$ cat src/rtl/stb_channel_scheduler.sv
// Round-robin scheduler sharing one strobe synchronizer channel among NREQ
// pulse sources, with sticky pending/overrun flags and a strobe hold-off.
module stb_channel_scheduler #(
  parameter int NREQ    = 4,
  parameter int HOLDOFF = 8,
  parameter int IW      = 2
) (
  input  logic            i_clk,
  input  logic            i_reset,
  input  logic            i_enable,
  input  logic [NREQ-1:0] i_req,
  input  logic            i_clr_overrun,
  output logic            o_stb,
  output logic [IW-1:0]   o_id,
  output logic [NREQ-1:0] o_pending,
  output logic [NREQ-1:0] o_overrun,
  output logic            o_busy
);

  localparam int              CW        = (HOLDOFF > 2) ? $clog2(HOLDOFF) : 1;
  localparam logic [CW-1:0]   HOLD_LOAD = CW'(HOLDOFF - 1);
  localparam logic [IW:0]     NREQ_W    = (IW + 1)'(NREQ);
  localparam logic [IW-1:0]   LAST_ID   = IW'(NREQ - 1);

  typedef enum logic {
    ST_READY = 1'b0,
    ST_HOLD  = 1'b1
  } state_e;

  state_e          state_q, state_d;
  logic [CW-1:0]   cnt_q, cnt_d;
  logic [IW-1:0]   ptr_q, ptr_d;
  logic [IW-1:0]   id_q, id_d;
  logic            stb_q, stb_d;
  logic [NREQ-1:0] pending_q, pending_d;
  logic [NREQ-1:0] overrun_q, overrun_d;

  logic [IW:0]     cand_s;
  logic [IW-1:0]   winner_s;
  logic            grant_s;
  logic [NREQ-1:0] grant_vec_s;
  logic [NREQ-1:0] new_ovr_s;

  // Round-robin winner: scan downward so the last hit is the closest at/after the pointer.
  always_comb begin
    cand_s   = {(IW + 1){1'b0}};
    winner_s = ptr_q;
    for (int i = NREQ - 1; i >= 0; i--) begin
      cand_s = {1'b0, ptr_q} + (IW + 1)'(i);
      if (cand_s >= NREQ_W) begin
        cand_s = cand_s - NREQ_W;
      end else begin
        cand_s = cand_s;
      end
      if (pending_q[cand_s[IW-1:0]]) begin
        winner_s = cand_s[IW-1:0];
      end else begin
        winner_s = winner_s;
      end
    end
  end

  // Next-state: hold-off FSM, grant issue, pending/overrun bookkeeping.
  always_comb begin
    state_d   = state_q;
    cnt_d     = cnt_q;
    ptr_d     = ptr_q;
    id_d      = id_q;
    stb_d     = 1'b0;

    grant_s     = (state_q == ST_READY) && i_enable && (pending_q != {NREQ{1'b0}});
    grant_vec_s = grant_s ? (NREQ'(1) << winner_s) : {NREQ{1'b0}};
    // A request landing on its own grant edge re-arms pending without counting as lost.
    new_ovr_s   = i_req & pending_q & ~grant_vec_s;
    pending_d   = (pending_q & ~grant_vec_s) | i_req;
    overrun_d   = (i_clr_overrun ? {NREQ{1'b0}} : overrun_q) | new_ovr_s;

    case (state_q)
      ST_READY: begin
        if (grant_s) begin
          state_d = ST_HOLD;
          cnt_d   = HOLD_LOAD;
          stb_d   = 1'b1;
          id_d    = winner_s;
          ptr_d   = (winner_s == LAST_ID) ? {IW{1'b0}} : winner_s + IW'(1);
        end else begin
          cnt_d = {CW{1'b0}};
        end
      end
      ST_HOLD: begin
        cnt_d = cnt_q - CW'(1);
        if (cnt_q == CW'(1)) begin
          state_d = ST_READY;
        end else begin
          state_d = ST_HOLD;
        end
      end
      default: begin
        state_d = ST_READY;
        cnt_d   = {CW{1'b0}};
      end
    endcase
  end

  // State register with asynchronous reset.
  always_ff @(posedge i_clk or posedge i_reset) begin
    if (i_reset) begin
      state_q   <= ST_READY;
      cnt_q     <= {CW{1'b0}};
      ptr_q     <= {IW{1'b0}};
      id_q      <= {IW{1'b0}};
      stb_q     <= 1'b0;
      pending_q <= {NREQ{1'b0}};
      overrun_q <= {NREQ{1'b0}};
    end else begin
      state_q   <= state_d;
      cnt_q     <= cnt_d;
      ptr_q     <= ptr_d;
      id_q      <= id_d;
      stb_q     <= stb_d;
      pending_q <= pending_d;
      overrun_q <= overrun_d;
    end
  end

  assign o_stb     = stb_q;
  assign o_id      = id_q;
  assign o_pending = pending_q;
  assign o_overrun = overrun_q;
  assign o_busy    = stb_q | (cnt_q != {CW{1'b0}});

endmodule

$ cat config.mk
export PLATFORM = sky130hd
export DESIGN_NAME = stb_channel_scheduler
export DESIGN_NICKNAME = d
export VERILOG_FILES = /design/src/rtl/stb_channel_scheduler.sv
export SDC_FILE = /design/constraint.sdc
export NUM_CORES = 1
export LEC_CHECK = 0
export ABC_AREA = 1
export BUFFER_PORTS_ARGS = -buffer_cell sky130_fd_sc_hd__buf_2
export CAP_MARGIN = 20
export CORE_UTILIZATION = 49
export CTS_CLUSTER_DIAMETER = 50
export CTS_CLUSTER_SIZE = 24
export DETAILED_ROUTE_END_ITERATION = 8
export PLACE_DENSITY = 0.72
export SLEW_MARGIN = 5
export SYNTH_ARGS = -nofsm -noshare
export SYNTH_HDL_FRONTEND = slang
export SYNTH_SLANG_ARGS = --single-unit
$ cat constraint.sdc
create_clock -name i_clk -period 2.94 [get_ports i_clk]
set_input_delay 0 -clock i_clk [delete_from_list [all_inputs] [get_ports i_clk]]
set_output_delay 0 -clock i_clk [all_outputs]
set_load 0.01 [all_outputs]
Word level (Yosys, flattened, before mapping)
Index checks and enable logic that the tools add are counted.
{"block": "word_totals", "reg_bits": 17}
{"block": "classes", "n_addsub": 9, "n_lt_le_gt_ge": 8, "n_eq_ne": 2, "shifts": 1, "n_mux": 25, "n_bitwise": 8, "reduce_logical": 5}
{"operator": "$mux W2", "count": 9}
{"operator": "$and A4 B4 Y4", "count": 3}
{"operator": "$lt A2 B3 Y1 const B", "count": 4}
{"operator": "$ge A3 B3 Y1 const B", "count": 3}
{"operator": "$bmux W1 S2", "count": 4}
{"operator": "$mux W4", "count": 2}
{"operator": "$or A4 B4 Y4", "count": 2}
{"operator": "$sub A2 B1 Y2 const B", "count": 4}
{"operator": "$mux W1", "count": 7}
{"operator": "$add A2 B2 Y3 const B", "count": 2}
{"operator": "$pmux W3 S2", "count": 1}
{"operator": "$not A4 Y4", "count": 1}
{"operator": "$reduce_bool A4 Y1", "count": 1}
{"operator": "$shl A1 B2 Y4 const A", "count": 1}
{"operator": "$add A2 B1 Y3 const B", "count": 1}
{"operator": "$eq A3 B1 Y1 const B", "count": 1}
{"operator": "$ge A2 B3 Y1 const B", "count": 1}
{"operator": "$mux W3", "count": 1}
{"operator": "$reduce_bool A3 Y1", "count": 1}
{"operator": "$sub A3 B1 Y3 const B", "count": 1}
{"operator": "$add A2 B1 Y2 const B", "count": 1}
{"operator": "$eq A2 B2 Y1 const B", "count": 1}
{"operator": "$logic_and A1 B1 Y1", "count": 2}
{"operator": "$pmux W1 S2", "count": 1}
{"operator": "3 further kinds", "count": 3}

Longest topological paths before layout
Gate-level depths: netlist of the first run.
{"block": "depth", "ltp_word": 14, "ltp_mapped": 14, "mapped_depth_nobuf": 14}

Least setup slack after synthesis of the first run
No wires, ideal clock.
{"block": "synth_timing", "kind": "flip-flop to flip-flop", "start": "register ptr_q[0]", "end": "register overrun_q[3] (netlist: o_overrun[3])", "setup_ps": 128, "arrival_time_ps": 1536, "required_ps": 2812, "path_slack_ps": 1276, "stages_incl_launch_ff": 14, "path_buffers": 0, "period_less_slack_ps": 1664, "path_cell_list": "dfrtp_1 > inv_1 > nand2_1 > nand2_1 > nand2_1 > nand2_1 > inv_1 > nand2_2 > nand3_2 > nand2_4 > ha_1 > inv_1 > o21ai_0 > o21ai_0"}
{"block": "synth_via", "elab_chain_cells": 14, "word_cells_on_any_way": 32}
{"element": "start, declared", "line_no": "32", "rtl": "logic [IW-1:0] ptr_q, ptr_d;"}
{"element": "start signal, assigned", "line_no": "110", "rtl": "ptr_q <= {IW{1'b0}};"}
{"element": "start signal, assigned", "line_no": "118", "rtl": "ptr_q <= ptr_d;"}
{"element": "$add A2 B2 Y3", "line_no": "49", "rtl": "cand_s = {1'b0, ptr_q} + (IW + 1)'(i);"}
{"element": "$ge A3 B3 Y1 / $sub A2 B1 Y2 (equally long branches)", "line_no": "50, 51"}
{"element": "$mux W2", "line_no": "50", "rtl": "if (cand_s >= NREQ_W) begin"}
{"element": "$bmux W1 S2", "line_no": "55", "rtl": "if (pending_q[cand_s[IW-1:0]]) begin"}
{"element": "$mux W1 (implied by the code)", "line_no": "55"}
{"element": "$mux W2 (3 in a row)", "line_no": "55"}
{"element": "$mux W2 *", "line_no": "55"}
{"element": "$shl A1 B2 Y4 *", "line_no": "72", "rtl": "grant_vec_s = grant_s ? (NREQ'(1) << winner_s) : {NREQ{1'b0}};"}
{"element": "$mux W4 *", "line_no": "72"}
{"element": "$not A4 Y4 *", "line_no": "74", "rtl": "new_ovr_s = i_req & pending_q & ~grant_vec_s;"}
{"element": "$and A4 B4 Y4 *", "line_no": "74"}
{"element": "$or A4 B4 Y4 *", "line_no": "76", "rtl": "overrun_d = (i_clr_overrun ? {NREQ{1'b0}} : overrun_q) | new_ovr_s;"}
{"element": "named net overrun_d[3]", "line_no": "36", "rtl": "logic [NREQ-1:0] overrun_q, overrun_d;"}
{"element": "end signal, assigned", "line_no": "114", "rtl": "overrun_q <= {NREQ{1'b0}};"}
{"element": "end signal, assigned", "line_no": "122", "rtl": "overrun_q <= overrun_d;"}
{"element": "end, declared", "line_no": "36"}
The timed path passes the listed nets; every way through them passes the cells marked *. The select of a mux whose other input is x is not followed.
A chain may end at the register's enable or synchronous reset.

Final worst setup path of the first run
Ends and elaborated chain as after synthesis.

==> results of run 1 <==
state kept, by name (all words and copies together) (netlist names):
name	flops
cnt_q	3
o_id	2
o_overrun	4
o_pending	4
o_stb	1
ptr_q	2
state_q	1
worst min-delay path: stages:
cell and delay (ns):
buf_2 0.09, nand3_1 0.30, nand2_1 0.09
metal layers:
metal | routed length [um] | part of all wire, % | GRT usage, %
met5 | 0 | 0 | 0
met4 | 13 | 0.65 | 7.429
met3 | 51 | 2.5 | 3.846
met2 | 981 | 49 | 40.00
met1 | 968 | 48 | 27.38
cell usage after synthesis, drive strengths merged:
library cell / n / share of area (%)
nand3b: 1 / 0.75
buf: 1 / 1.1
xnor2: 1 / 0.88
nand2: 58 / 25
nand4: 3 / 1.9
nor2: 6 / 3.0
inv: 24 / 9.0
ha: 4 / 5.0
o21ai: 8 / 4.0
dfrtp: 17 / 43
nand3: 9 / 7.0
kinds of logic (layout without fill, tap and decap cells):
logic type               Yosys count  count (layout)  synth area share, %
AND/OR/NAND/NOR                   77              77                37.27
buffers and inverters             25              53                10.16
flip-flops                        17              17                42.66
AO/OA/AOI/OAI                      8               8                4.014
adder cells (fa/ha/maj)            4               4                5.019
XOR/XNOR                           1               1               0.8785
cell type report:
type	instances	area [um2]	area share [%]
tap	25	31.28	2.601
sequential	17	425.4	35.38
clock buffer	3	22.52	1.873
clock inverter	1	7.507	0.6244
multi-input combinational	90	470.5	39.13
timing repair buffer	25	155.1	12.90
inverter	24	90.09	7.492
power breakdown:
part | leakage, nW | switching (mW) | internal (mW)
registers | 0.187 | 0.0848 | 0.321
clock network | 0.0139 | 0.0776 | 0.0517
logic | 0.496 | 0.420 | 0.251
per-stage QoR:
| step | hold slack [ns] | instance area (um2) |
|---|---|---|
| after global placement | 0.1138 | 1112 |
| after global routing | 0.2335 | 1202 |
| after CTS | 0.2106 | 1202 |
| after detailed placement | 0.1192 | 1112 |
| after floorplan | -0.07393 | 997.2 |
| final | 0.2184 | 1202 |
final timing paths:
check	slack, ns	depth (start not counted)	end	start
min in group asynchronous	0.32	3	o_id[1]	i_reset
hold reg to reg	0.48	2	o_overrun[2]	o_overrun[2]
hold / removal	0.22	3	state_q	i_enable
setup / recovery	0.80	14	o_overrun[3]	ptr_q[0]
max in group asynchronous	2.20	3	o_pending[0]	i_reset
setup reg to reg	0.80	14	o_overrun[3]	ptr_q[0]
==> results.toml, run 1 <==
[outcome]
outcome = "finished, final reports clean"

[power]
power_leakage_nw = 0.6962
fin_total_pwr_mw = 1.206
pwr_density_cell_nw_per_um2 = 1003
peakVddDrop_uv = 611.9

[clock_network]
cts-resized-gates = 0
cts_hold_buf = 6
path_clk_slew_ns = 0.11
clockBufferDepth = 2
root_buffer = "clkbuf_4"
numCtsBuffers = 3
cts_tree = "done"
post_cts_buffers = 0
htree_levels = 1
clock-sinks = 17
clk_latency_ns = 0.29

[min_path]
worstHoldPathType = "in -> reg"

[sta]
relSlewSlack_pct = 57.42
drv_slew = 0
finalHoldViolations = 0
worst_slew_pin_slew_ns = 0.6380
grt_setup_unrepaired = "no"
fin_skew_ns = 0.009786
fin_crit_sh_pct = 72.78
fin_ws_ns = 0.8003
timing.setup.tns_ns = 0
finalSetupViolCount = 0
fin_crit_ns = 2.140
max_freq_mhz = 467.4

[place]
dp_worst_setup_slack_ns = 0.8622
place_hpwl_um = 1555
gp_congestion = 0.8901
io_buffers = 19
place_inst = 175

[logic_synthesis]
ys_warn_count = 0
synth-seq-cells = 17
syn-cell-area_um2 = 997.2
syn_nets = 144
seq_area_frac_synth_pct = 42.66
syn_inst = 132
ys_types = 17
avgSynthCellArea_um2 = 7.555

[worst_setup_path]
worstSetupStartpointType = "register"
critical_path_required_ns = 3.13
crit_path_frequent_cell = "nand2_1"
cp.buffers_inverters = 3
slowest_stage = "dfrtp_1"
end_kind = "register"
path_delay_family = "simple AND/OR/NAND/NOR gates"
criticalPathCategory = "reg -> reg"
max_stage_delay_ns = 0.61
worstPathArrival_ns = 2.32
crit_fanout = 12
crit_path_cell_trace = "inv_1, nand2_1, nand2_1, nand2_1, nand2_1, inv_1, nand2_2, nand2_2, nand2_4, nand2_4, ha_1, inv_1, o21ai_0, o21ai_0"

[job]
drv_cap = 0

[floorplanning]
initial_utilization_pct = 54.78
row_count = 15
die_h_um = 47.11
pin_count = 20
core_um2 = 1821
die_area_um2 = 2219
fp.dieW_um = 47.11

[global_route]
grt_max_degree = 18
grt_pass1_vias = 889
grt_pass1_wl_um = 3491
grt_overflow_total = 0
grt_antenna_before_repair = 0
grt_use_total_pct = 22.43

[layout]
syn_to_final_growth_pct = 20.58
mostFrequentLayoutCell = "nand2_1"
final_cells = 185
drive_above_1_share_pct = 23.13
most-common-layout-cells = "nand2_1, inv_1, buf_2"
antenna_cells = 0
post-route-util_pct = 66.05
n_fill_cell = 160
nets = 173

[route]
ant_nets = 0
routed_wirelength_um = 2014
firstDrtPassIters = 4
initialDrtViolationCount = 25
vias = 877
drc = 0
wl_per_cell_um = 10.89
vias_per_cell = 4.741
Note: power is estimated with default switching activity, not from simulation.
==> run 2, diff against run 1 <==
Settings changed: ABC_AREA 1 to 0, PLACE_DENSITY 0.72 to 0.73.
Clock period 2.94 ns to 2 ns, I/O delays scaled along.
==> run 2 against run 1 <==
Effect of this change: first-iteration DRC count down 56%; critical path type unchanged; largest power group unchanged; synthesized cell count down 36%; count of clock-buffer cells in the layout up 1; critical endpoint unchanged; die area down 11%; final cell count down 25%; fmax up 13%; register-to-register slack worse by 0.69 ns; clock skew down 0.0070 ns; setup slack worse by 0.69 ns; combinational power down 3.6%; critical path depth down 8.
==> results.toml, run 2 <==
[route]
drc = 0
wl_met3_um = 117
initialDrtViolationCount = 11
wl_met1_um = 872
routed_wirelength_um = 1891
wl_per_cell_um = 13.60
vias = 744
wl_met2_um = 891
firstDrtPassIters = 4
vias_per_cell = 5.353
ant_nets = 0
top_layer = "met4"

[sta]
timing.setup.tns_ns = 0
fin_skew_ns = 0.002809
fin_crit_ns = 1.889
fin_crit_sh_pct = 94.46
max_freq_mhz = 529.3
worst_slew_pin_slew_ns = 0.6275
finalSetupViolCount = 0
fin_ws_ns = 0.1109
finalHoldViolations = 0
grt_setup_unrepaired = "no"
drv_slew = 0
relSlewSlack_pct = 58.12

[floorplanning]
die_h_um = 44.40
core_um2 = 1594
die_area_um2 = 1971
row_count = 14
pin_count = 20
initial_utilization_pct = 55.26
fp.dieW_um = 44.40

[place]
gp_congestion = 0.7682
place_hpwl_um = 1384
io_buffers = 19
postPlaceCellArea_um2 = 1021
place_inst = 129
dp_worst_setup_slack_ns = 0.1505

[layout]
drive_above_1_share_pct = 28.70
final_cells = 139
mostFrequentLayoutCell = "buf_2"
syn_to_final_growth_pct = 25.71
regArea_um2 = 425.4
antenna_cells = 0
nets = 128
n_fill_cell = 133
multi_input_comb_area_um2 = 419.2
final_area_um2 = 1107
most-common-layout-cells = "buf_2, dfrtp_1, inv_1"

[logic_synthesis]
syn_inst = 84
synth_edf_count = 0
avgSynthCellArea_um2 = 10.49
synth_ff_type = "dfrtp_1"
syn-cell-area_um2 = 880.8
ys_types = 33
ys_warn_count = 0
seq_area_frac_synth_pct = 48.30
synth.largest_area_cell = "dfrtp_1"
yosysMostFrequentCell = "dfrtp_1"
synth_top_cells_by_count = "dfrtp_1, inv_1, nand2_1"
yosysTopAreaCellShare_pct = 48.30
syn_nets = 96
yosys-top-cells-area = "dfrtp_1, ha_1, inv_1, a2111oi_4, nand2_1"
synth-seq-cells = 17
synthArstFlopShare_pct = 100.0

[power]
pwr_density_cell_nw_per_um2 = 1290
power_leakage_nw = 0.5137
fin_total_pwr_mw = 1.428
peakVddDrop_uv = 852.2

[global_route]
grt_max_degree = 18
grt_pass1_wl_um = 3312
grt_overflow_total = 0
grt_pass1_vias = 709
grt_antenna_before_repair = 0
grt_use_total_pct = 23.36

[job]
drv_cap = 0

[clock_network]
path_clk_slew_ns = 0.10
root_buffer = "clkbuf_4"
post_cts_buffers = 0
numCtsBuffers = 3
clock-sinks = 17
cts-resized-gates = 0
cts_hold_buf = 6
clockBufferDepth = 2
cts_tree = "done"
htree_levels = 1
clk_latency_ns = 0.29

[worst_setup_path]
worstSetupStartpointType = "register"
criticalPathCategory = "reg -> reg"
critical_path_required_ns = 2.18
crit_path_cell_trace = "and3b_1, a2111oi_4, or2_1, ha_1, nand2_1, a32o_1"
crit_fanout = 10
end_kind = "register"
path_delay_family = "compound AO/OA/AOI/OAI gates"
slowest_stage = "dfrtp_1"
worstPathArrival_ns = 2.07
cp.buffers_inverters = 0
max_stage_delay_ns = 0.51

[min_path]
worstHoldPathType = "in -> reg"

[outcome]
outcome = "finished, final reports clean"
run 2: changes by cell type in the layout (fill, tap and decap cells not counted), moves of 5 or more:
cell     before  now
nand2_2       5    0
nand2_1      51    7
inv_1        23    8
nand3_2       5    0
run 2: worst register-to-register path, delay by kind of cell (launching register included):
| family | cells | cell delay (ns) |
|---|---|---|
| compound gates | 2 | 0.57 |
| fa+ha+maj | 1 | 0.18 |
| flops | 1 | 0.51 |
| simple gates | 3 | 0.52 |
run 2: kinds of logic (layout without fill, tap and decap cells):
kind of cell / count (synthesis) / after routing / synth area share, %
AOI/OAI and AO/OA: 24 / 24 / 21.02
xor gates and xnor gates: 1 / 1 / 0.9945
adders and majority gates: 4 / 4 / 5.682
buffers and inverters: 9 / 40 / 4.120
DFF: 17 / 17 / 48.30
muxes: 2 / 2 / 2.982
and+or+nand+nor: 27 / 27 / 16.90
run 2: metal layers:
| layer | up-vias | track usage [%] |
|---|---|---|
| met1 | 349 | 35.58 |
| li1 | 361 | - |
| met4 | 0 | 5.455 |
| met5 | - | 0 |
| met2 | 32 | 34.41 |
| met3 | 2 | 4.898 |
run 2: cell type report:
type	count	share of cell area, %
Clock buffer	4	2.373
Timing Repair Buffer	27	15.37
Sequential cell	17	38.42
Inverter	9	3.277
Multi-Input combinational cell	58	37.85
Tap cell	24	2.712
run 2: final timing paths:
| kind | from | to | slack, ns | depth (start not counted) |
|---|---|---|---|---|
| min reg2reg | o_id[0] | o_id[0] | 0.49 | 1 |
| min | i_enable | o_stb | 0.18 | 4 |
| max in group asynchronous | i_reset | ptr_q[1] | 1.28 | 3 |
| max | o_pending[3] | o_overrun[3] | 0.11 | 6 |
| max reg2reg | o_pending[3] | o_overrun[3] | 0.11 | 6 |
| min in group asynchronous | i_reset | cnt_q[0] | 0.32 | 3 |
run 2: power by group:
group	switching (mW)	total, mW	internal [mW]
logic	0.345	0.647	0.302
registers	0.121	0.596	0.475
clock network	0.108	0.185	0.0775
total	0.574	1.43	0.854
run 2: per-stage QoR:
stage	utilization [%]	hold WS, ns
floorplan	-	-0.07393
global placement	64.05	0.1038
detailed placement	64.05	0.1168
CTS	69.47	0.1868
global route	69.47	0.2041
finish	69.47	0.1845
